$ cat src/rtl/tlb_entry_array.sv
// -----------------------------------------------------------------------------
// tlb_entry_array
//
// Fully associative TLB entry store. Each of DEPTH entries holds {valid, tag,
// data}. A combinational lookup port reports hit, lowest matching index,
// payload and multi-hit. A combinational read port returns one entry by index.
// Writes go to an explicit index or to the round-robin replacement pointer.
// Whole-array invalidation is also supported.
//
// Ports
//   clk       in   clock; all state changes on the rising edge
//   rst       in   synchronous active-high reset (clears valids and rnd_ptr)
//   lk_tag    in   lookup tag
//   lk_hit    out  some valid entry matches lk_tag
//   lk_index  out  lowest matching index (0 on miss)
//   lk_data   out  payload of lk_index (0 on miss)
//   lk_multi  out  two or more valid entries match lk_tag
//   wr_en     in   write request
//   wr_mode   in   0 = indexed write to wr_index, 1 = random write to rnd_ptr
//   wr_index  in   target of an indexed write
//   wr_tag    in   tag to write
//   wr_data   in   payload to write
//   inv_all   in   clear every valid bit (drops a concurrent write)
//   rd_index  in   read-port index
//   rd_valid  out  valid bit at rd_index
//   rd_tag    out  tag at rd_index (0 if invalid or out of range)
//   rd_data   out  payload at rd_index (0 if invalid or out of range)
//   rnd_ptr   out  current replacement pointer
// -----------------------------------------------------------------------------
module tlb_entry_array #(
  parameter int unsigned DEPTH  = 8,
  parameter int unsigned IDX_W  = 3,
  parameter int unsigned TAG_W  = 20,
  parameter int unsigned DATA_W = 24
) (
  input  logic              clk,
  input  logic              rst,
  input  logic [TAG_W-1:0]  lk_tag,
  output logic              lk_hit,
  output logic [IDX_W-1:0]  lk_index,
  output logic [DATA_W-1:0] lk_data,
  output logic              lk_multi,
  input  logic              wr_en,
  input  logic              wr_mode,
  input  logic [IDX_W-1:0]  wr_index,
  input  logic [TAG_W-1:0]  wr_tag,
  input  logic [DATA_W-1:0] wr_data,
  input  logic              inv_all,
  input  logic [IDX_W-1:0]  rd_index,
  output logic              rd_valid,
  output logic [TAG_W-1:0]  rd_tag,
  output logic [DATA_W-1:0] rd_data,
  output logic [IDX_W-1:0]  rnd_ptr
);

  localparam logic [IDX_W-1:0] PTR_LAST = IDX_W'(DEPTH - 1);

  logic [DEPTH-1:0]  valid_q, valid_d;
  logic [TAG_W-1:0]  tag_q  [DEPTH];
  logic [DATA_W-1:0] data_q [DEPTH];
  logic [IDX_W-1:0]  rnd_ptr_q, rnd_ptr_d;

  logic [IDX_W-1:0]  wr_tgt;
  logic              wr_accept;
  logic [DEPTH-1:0]  wr_sel;
  logic [DEPTH-1:0]  match;

  // ---------------------------------------------------------------------------
  // Write decode and next state
  // ---------------------------------------------------------------------------
  assign wr_tgt    = wr_mode ? rnd_ptr_q : wr_index;
  // Reset and invalidate both take precedence over a write on the same edge.
  assign wr_accept = wr_en && !inv_all && !rst;

  // An out-of-range indexed target matches no entry, so the write is dropped
  // without any explicit range check. rnd_ptr is always in range.
  always_comb begin
    wr_sel = '0;
    for (int i = 0; i < int'(DEPTH); i++) begin
      if (wr_accept && (wr_tgt == IDX_W'(i))) begin
        wr_sel[i] = 1'b1;
      end
    end
  end

  always_comb begin
    valid_d   = inv_all ? '0 : (valid_q | wr_sel);
    rnd_ptr_d = rnd_ptr_q;
    if (wr_accept && wr_mode) begin
      rnd_ptr_d = (rnd_ptr_q == PTR_LAST) ? '0 : rnd_ptr_q + IDX_W'(1);
    end
  end

  always_ff @(posedge clk) begin
    if (rst) begin
      valid_q   <= '0;
      rnd_ptr_q <= '0;
    end else begin
      valid_q   <= valid_d;
      rnd_ptr_q <= rnd_ptr_d;
    end
  end

  // Tag and payload storage is not reset; every output is masked by valid.
  always_ff @(posedge clk) begin
    for (int i = 0; i < int'(DEPTH); i++) begin
      if (wr_sel[i]) begin
        tag_q[i]  <= wr_tag;
        data_q[i] <= wr_data;
      end
    end
  end

  assign rnd_ptr = rnd_ptr_q;

  // ---------------------------------------------------------------------------
  // Associative lookup
  // ---------------------------------------------------------------------------
  always_comb begin
    for (int i = 0; i < int'(DEPTH); i++) begin
      match[i] = valid_q[i] && (tag_q[i] == lk_tag);
    end
  end

  // Scan upward: the first match wins the index, any later one flags multi.
  always_comb begin
    lk_hit   = 1'b0;
    lk_multi = 1'b0;
    lk_index = '0;
    lk_data  = '0;
    for (int i = 0; i < int'(DEPTH); i++) begin
      if (match[i]) begin
        if (lk_hit) begin
          lk_multi = 1'b1;
        end else begin
          lk_hit   = 1'b1;
          lk_index = IDX_W'(i);
          lk_data  = data_q[i];
        end
      end
    end
  end

  // ---------------------------------------------------------------------------
  // Indexed read port; indices at or beyond DEPTH select nothing and read 0.
  // ---------------------------------------------------------------------------
  always_comb begin
    rd_valid = 1'b0;
    rd_tag   = '0;
    rd_data  = '0;
    for (int i = 0; i < int'(DEPTH); i++) begin
      if ((rd_index == IDX_W'(i)) && valid_q[i]) begin
        rd_valid = 1'b1;
        rd_tag   = tag_q[i];
        rd_data  = data_q[i];
      end
    end
  end

endmodule

$ cat config.mk
export PLATFORM = sky130hd
export DESIGN_NAME = tlb_entry_array
export DESIGN_NICKNAME = d
export VERILOG_FILES = /design/src/rtl/tlb_entry_array.sv
export SDC_FILE = /design/constraint.sdc
export NUM_CORES = 1
export LEC_CHECK = 0
export CAP_MARGIN = 20
export CORE_ASPECT_RATIO = 2
export CORE_UTILIZATION = 41
export DETAILED_ROUTE_END_ITERATION = 10
export HOLD_SLACK_MARGIN = 0.02
export PLACE_DENSITY = 0.73
export SETUP_SLACK_MARGIN = 0.1
export SKIP_CTS_REPAIR_TIMING = 1
export SLEW_MARGIN = 20
export SYNTH_ARGS = -nofsm -noshare
export SYNTH_HDL_FRONTEND = slang
export SYNTH_SLANG_ARGS = --single-unit
$ cat constraint.sdc
create_clock -name clk -period 4.62 [get_ports clk]
set_input_delay 0.924 -clock clk [delete_from_list [all_inputs] [get_ports clk]]
set_output_delay 0.924 -clock clk [all_outputs]
set_load 0.01 [all_outputs]
Yosys cells after proc, flatten, opt, wreduce, memory -nomap -nowiden
Memories as Yosys holds them, arrays and structs flattened.
Index checks and enable logic that the tools add are counted.
{"block": "totals", "reg_bits": 11, "mem_count": 2, "output_inout_bits": 77, "ramBits": 352}
{"block": "op_classes", "n_reduce_logical": 46, "n_mux": 143, "bitwise_logic": 1, "add_sub_neg": 1, "n_eq_ne": 23}
{"memory": "data_q", "depth": 8, "word_bits": 24, "read_ports": 8, "rd_clocked_by_memory_dff": 0, "write_ports": 1, "line_no": "60", "rtl": "logic [DATA_W-1:0] data_q [DEPTH];"}
{"memory": "tag_q", "depth": 8, "word_bits": 20, "read_ports": 8, "rd_clocked_by_memory_dff": 0, "write_ports": 1, "line_no": "59", "rtl": "logic [TAG_W-1:0] tag_q [DEPTH];"}
{"operator": "two-way mux 24 bit", "n": 30}
{"operator": "two-way mux 20 bit", "n": 15}
{"operator": "OR reduction 24 bit", "n": 7}
{"operator": "== test 20 bit", "n": 8}
{"operator": "OR reduction 20 bit", "n": 7}
{"operator": "two-way mux 3 bit", "n": 28}
{"operator": "two-way mux 1 bit", "n": 70}
{"operator": "== test 3 bit (second input constant)", "n": 9}
{"operator": "logical AND 1 bit", "n": 27}
{"operator": "== test 3 x 2 -> 1 bit (second input constant)", "n": 4}
{"operator": "bitwise OR 8 bit", "n": 1}
{"operator": "== test 3 x 1 -> 1 bit (second input constant)", "n": 2}
{"operator": "logical NOT 3 bit", "n": 2}
{"operator": "adder 3 x 1 -> 3 bit (second input constant)", "n": 1}
{"operator": "logical NOT 1 bit", "n": 2}
{"operator": "OR reduction 2 bit", "n": 1}

Logic depth before layout (Yosys ltp)
An unclocked memory read counts as a cell.
{"block": "logic_depth", "depth_word": 18, "depth_mapped": 12, "mapped_depth_nobuf": 8}

Worst setup path after synthesis
Ideal clock, no wire load.
{"block": "synth_path", "path_kind": "input port to flip-flop", "from": "in wr_mode", "to": "mem data_q[3][0], in the netlist data_q[0][72], enable pin", "required_ps": 4173, "path_slack_ps": 34, "arrival_time_ps": 4139, "stages": 4, "cell_sequence": "clkbuf_1 mux2_2 or4b_2 nor2_1"}
{"block": "synth_via", "word_cells_on_any_way": 62, "cone_classes": "7 x eq/ne; 39 x mux; 16 x reduce/logical"}
{"element": "start: declaration", "line_no": "44", "rtl": "input logic wr_mode,"}
{"element": "two-way mux 3 bit *", "line_no": "71", "rtl": "assign wr_tgt = wr_mode ? rnd_ptr_q : wr_index;"}
{"element": "== test 3 x 2 -> 1 bit *", "line_no": "80", "rtl": "if (wr_accept && (wr_tgt == IDX_W'(i))) begin"}
{"element": "logical AND 1 bit *", "line_no": "80"}
{"element": "two-way mux 1 bit *", "line_no": "80"}
{"element": "via wr_sel[3]", "line_no": "65", "rtl": "logic [DEPTH-1:0] wr_sel;"}
{"element": "two-way mux 1 bit *", "line_no": "107", "rtl": "if (wr_sel[i]) begin"}
{"element": "two-way mux 1 bit (implied by the code) *", "line_no": "109", "rtl": "data_q[i] <= wr_data;"}
{"element": "OR reduction 24 bit (no line)"}
{"element": "two-way mux 3 bit (no line) or two-way mux 1 bit (tied branches) (5 in series)"}
{"element": "end: declaration", "line_no": "60"}
Mark *: on every way through the listed nets, which the timed path passes. The rest lies on a longest branch.

Final worst setup path
{"block": "layout_path", "from": "in lk_tag[16]", "to": "out lk_data[9]"}
{"block": "layout_via", "elab_chain_len": 17, "word_cells_on_any_way": 38, "cone_classes": "8 x eq/ne; 22 x mux; 8 x reduce/logical"}
{"element": "start: declaration", "line_no": "38", "rtl": "input logic [TAG_W-1:0] lk_tag,"}
{"element": "== test 20 bit", "line_no": "121", "rtl": "match[i] = valid_q[i] && (tag_q[i] == lk_tag);"}
{"element": "logical AND 1 bit", "line_no": "121"}
{"element": "two-way mux 24 bit or two-way mux 1 bit (tied branches)", "line_no": "132", "rtl": "if (match[i]) begin"}
{"element": "two-way mux 24 bit", "line_no": "133", "rtl": "if (lk_hit) begin"}
{"element": "two-way mux 24 bit", "line_no": "132"}
{"element": "two-way mux 24 bit", "line_no": "133"}
{"element": "two-way mux 24 bit", "line_no": "132"}
{"element": "two-way mux 24 bit", "line_no": "133"}
{"element": "two-way mux 24 bit", "line_no": "132"}
{"element": "two-way mux 24 bit", "line_no": "133"}
{"element": "two-way mux 24 bit", "line_no": "132"}
{"element": "two-way mux 24 bit", "line_no": "133"}
{"element": "two-way mux 24 bit", "line_no": "132"}
{"element": "two-way mux 24 bit", "line_no": "133"}
{"element": "two-way mux 24 bit", "line_no": "132"}
{"element": "two-way mux 24 bit", "line_no": "133"}
{"element": "two-way mux 24 bit *", "line_no": "132"}
{"element": "end: declaration", "line_no": "41", "rtl": "output logic [DATA_W-1:0] lk_data,"}
Mark *: on every way between the ends. The rest lies on a longest branch, timed or not.

==> summary.md <==
| Metric | Value |
|---|---|
| Status | `finished, violations left` |
| Failing checks | `negative setup slack` |
| Multi-input gate area | `0.006309 mm2` |
| Final Hold Fails | `0` |
| Place WS | `-1.244 ns` |
| Total Routed Length | `60780 um` |
| Routability cong. | `0.9899` |
| Top Ports | `152` |
| CTS clk-pin slew, worst paths | `0.07 ns` |
| Die height | `290.1 um` |
| Area grow syn2layout | `34.53%` |
| CORE AREA | `0.04099 mm2` |
| Worst-path cell chain | `dlymetal6s2s_1 -> buf_6 -> xor2_1 -> buf_4 -> nor4_1 -> buf_4 -> nand4_1 -> a211oi_2 -> nand4_1 -> buf_6 -> o31ai_4 -> buf_4 -> buf_12 -> a21oi_1 -> a221oi_2 -> buf_2` |
| Syn_nets | `1318` |
| Skew final | `0.01507 ns` |
| Period utilisation layout | `1.031` |
| Reg-to-Reg Start | `rnd_ptr[2]$_SDFFE_PP0P_` |
| CP endpoint kind | `primary output` |
| Detailed-route DRC error count | `0` |
| Starting Density | `0.4152` |
| EDFF count, synth | `352` |
| CTS max path bufs | `3` |
| Total power | `6.788 mW` |
| Number of vias per cell | `6.139` |
| CP Launch Point | `lk_tag[16]` |
| Distinct cell type count after synthesis | `72` |
| Horiz. Die Dim | `146.1 um` |
| Type of the worst min-delay path | `flip-flop to flip-flop` |
| FMAX | `0.2099 GHz` |
| All-Layer GR Usage | `0.2741` |
| DR iter-0 viols | `1377` |
| Unrepaired setup endpoints after global routing | `true` |
| Setup crit start kind | `input pin` |
| DP Wirelength | `39250 um` |
| Worst path required time | `3.70 ns` |
| Final layout net count | `1659` |
| Filler instances | `3255` |
| # diodes | `0` |
| Post-synthesis mux area share | `0.001838` |
| CP max stage delay | `0.34 ns` |
| Cell taking the most area after synthesis | `edfxtp_1` |
| DR WL/cell | `28.40 um` |
| # rows | `105` |
| # H-tree levels | `1` |
| Min cycle time layout | `4.764 ns` |
| Die area | `0.04238 mm2` |
| WP depth | `16` |
| CTS buffer count | `30` |
| Detailed-route via count | `13137` |
| Asr flop ratio synth | `0` |
| Worst-Margin Slew | `0.6067 ns` |
| PwrDens | `296.5 mW/mm2` |
| CP max FO | `10` |
| Slew Viols, Final | `0` |
| Congestion Overflow GR | `0` |
| Leakage | `7.923 nW` |
| Ys flop type | `edfxtp_1` |
| Setup crit end | `lk_data[9]` |
| Setup WS post-layout | `-0.1441 ns` |
| Slew HR | `0.5949` |
| Clock Tree Root | `clkbuf_16` |
| PortBufs | `151` |
| Mapped Avg Cell Area | `13.71 um2` |
| CP arrival | `3.84 ns` |
| Post-Synthesis Cells | `1241` |
| Mapped cell area | `0.01702 mm2` |
| Reg2reg path depth | `4` |
| Global-route wire length before repair | `84150 um` |
| Post-layout util | `0.5586` |
| Max-cap violations | `0` |
| Vias in the first global route | `13070` |
| Post-synthesis compound-gate area fraction | `0.1517` |
| Skew-Pair Late Insertion Delay | `0.59 ns` |
| Top cells by area, synth | `edfxtp_1, a22oi_1, xnor2_1` |
| Number of nets with antenna violations after routing | `0` |
| Yosys warns | `0` |
| Largest net degree at the start of global routing | `46` |
| Clk sinks | `363` |
| Top delay family on crit path | `buffers and inverters` |
| Reg2Reg Setup Slack | `2.32 ns` |
| Register area share after synthesis | `0.6340` |
| Synth Register Bits | `363` |
| Peak VDD IR | `0.3244 mV` |
| Area share of fa/ha/maj cells after synthesis | `0.001470` |
| Share of cells above drive strength 1 | `0.2960` |
| Final Setup Violations | `24` |
| CP max stage cell | `nor4_1` |
| Worst Setup Path Type | `input pin to primary output` |
| Top cell type's share of synthesized area | `0.6210` |
| Crit path top cell by count | `buf_4` |
| Initial antenna violation count | `0` |
| Sequential cell area | `0.01079 mm2` |
| Drt first pass iters | `5` |
| CTS tree | `yes` |
| WP buf/inv | `8` |
| Simple-gate portion of the synthesized area | `0.08858` |
| XOR/XNOR Fraction of Synth Area | `0.08410` |
| Largest family of logic cells by synthesized area | `compound AO/OA/AOI/OAI gates` |
| RR Endpoint | `tag_q[0][75]$_DFFE_PP_` |
==> through the flow <==
| stage | TNS [ns] | cell area (um2) | cells | hold WS (ns) |
|---|---|---|---|---|
| 2_1_floorplan | 0 | 17020 | 1241 | 0.4467 |
| 3_3_place_gp | -28.49 | 20600 | 2026 | 0.4657 |
| 3_5_place_dp | -27.10 | 20600 | 2026 | 0.4946 |
| 4_1_cts | -27.83 | 21630 | 2081 | 0.5077 |
| 5_1_grt | -2.803 | 22900 | 2140 | 0.5128 |
| 6_report | -1.245 | 22900 | 2140 | 0.5166 |
==> final cells by class <==
cell class,instances,area share
clock inverter,18,0.01033
clock buffer,37,0.03486
inverter,26,0.004262
tap,535,0.02923
multi-input combinational,758,0.2755
timing repair buffer,403,0.1745
sequential,363,0.4713
==> layer usage <==
layer | wire [um] | share of wire | GRT usage | vias up
li1 | - | - | - | 5579
met1 | 19770 | 0.33 | 0.2915 | 6567
met2 | 31330 | 0.52 | 0.4915 | 789
met3 | 4183 | 0.069 | 0.03113 | 202
met4 | 5490 | 0.090 | 0.2111 | 0
met5 | 0 | 0 | 0 | -
==> Yosys cell counts (20+ instances only) <==
master	n
edfxtp_1	352
a22oi_1	174
xnor2_1	84
nand2_1	78
xor2_1	72
nand4_1	63
clkbuf_1	54
nor2_1	49
inv_1	26
a21oi_1	24
o22ai_1	24
a221oi_2	21
a311o_1	21
a21o_1	20
==> cells by family after synthesis <==
logic type | after synthesis
flops | 363
compound gates | 322
simple gates | 271
xor+xnor | 160
buf+inv | 120
mux | 3
fa+ha+maj | 2
==> worst register-to-register path: stages, from the launching register on <==
cell and delay, ns:
dfxtp_1 0.34, mux2_2 0.28, or4b_2 0.78, nor2_4 0.18, buf_12 0.34
==> worst min path at each step <==
stage	start	to	slack (ns)	cells after the start
3_5_place_dp	valid_q[3]$_SDFF_PP0_	valid_q[3]$_SDFF_PP0_	0.49	1
4_1_cts	valid_q[3]$_SDFF_PP0_	valid_q[3]$_SDFF_PP0_	0.51	1
5_1_grt	valid_q[3]$_SDFF_PP0_	valid_q[3]$_SDFF_PP0_	0.51	1
3_3_place_gp	valid_q[3]$_SDFF_PP0_	valid_q[3]$_SDFF_PP0_	0.47	1
2_1_floorplan	valid_q[3]$_SDFF_PP0_	valid_q[3]$_SDFF_PP0_	0.45	1
6_report	valid_q[3]$_SDFF_PP0_	valid_q[3]$_SDFF_PP0_	0.52	1
==> cell usage in the layout (no fill, tap or decap), types with 38 or more instances in the layout <==
cell type / n
xnor2_1: 57
nand4_1: 63
xor2_1: 62
buf_4: 173
nand2_1: 77
buf_6: 38
nor2_1: 39
clkdlybuf4s50_1: 100
a22oi_1: 174
edfxtp_1: 352
==> power by group <==
part / internal, mW / switching [mW] / total [mW]
clock network: 1.51 / 1.19 / 2.70
logic: 0.204 / 0.232 / 0.436
registers: 3.63 / 0.0158 / 3.65
==> state kept, by name (all words and copies together) (netlist names) <==
signal and count:
data_q 192, rnd_ptr 3, tag_q 160, valid_q 8
(Power assumes the default switching activity.)
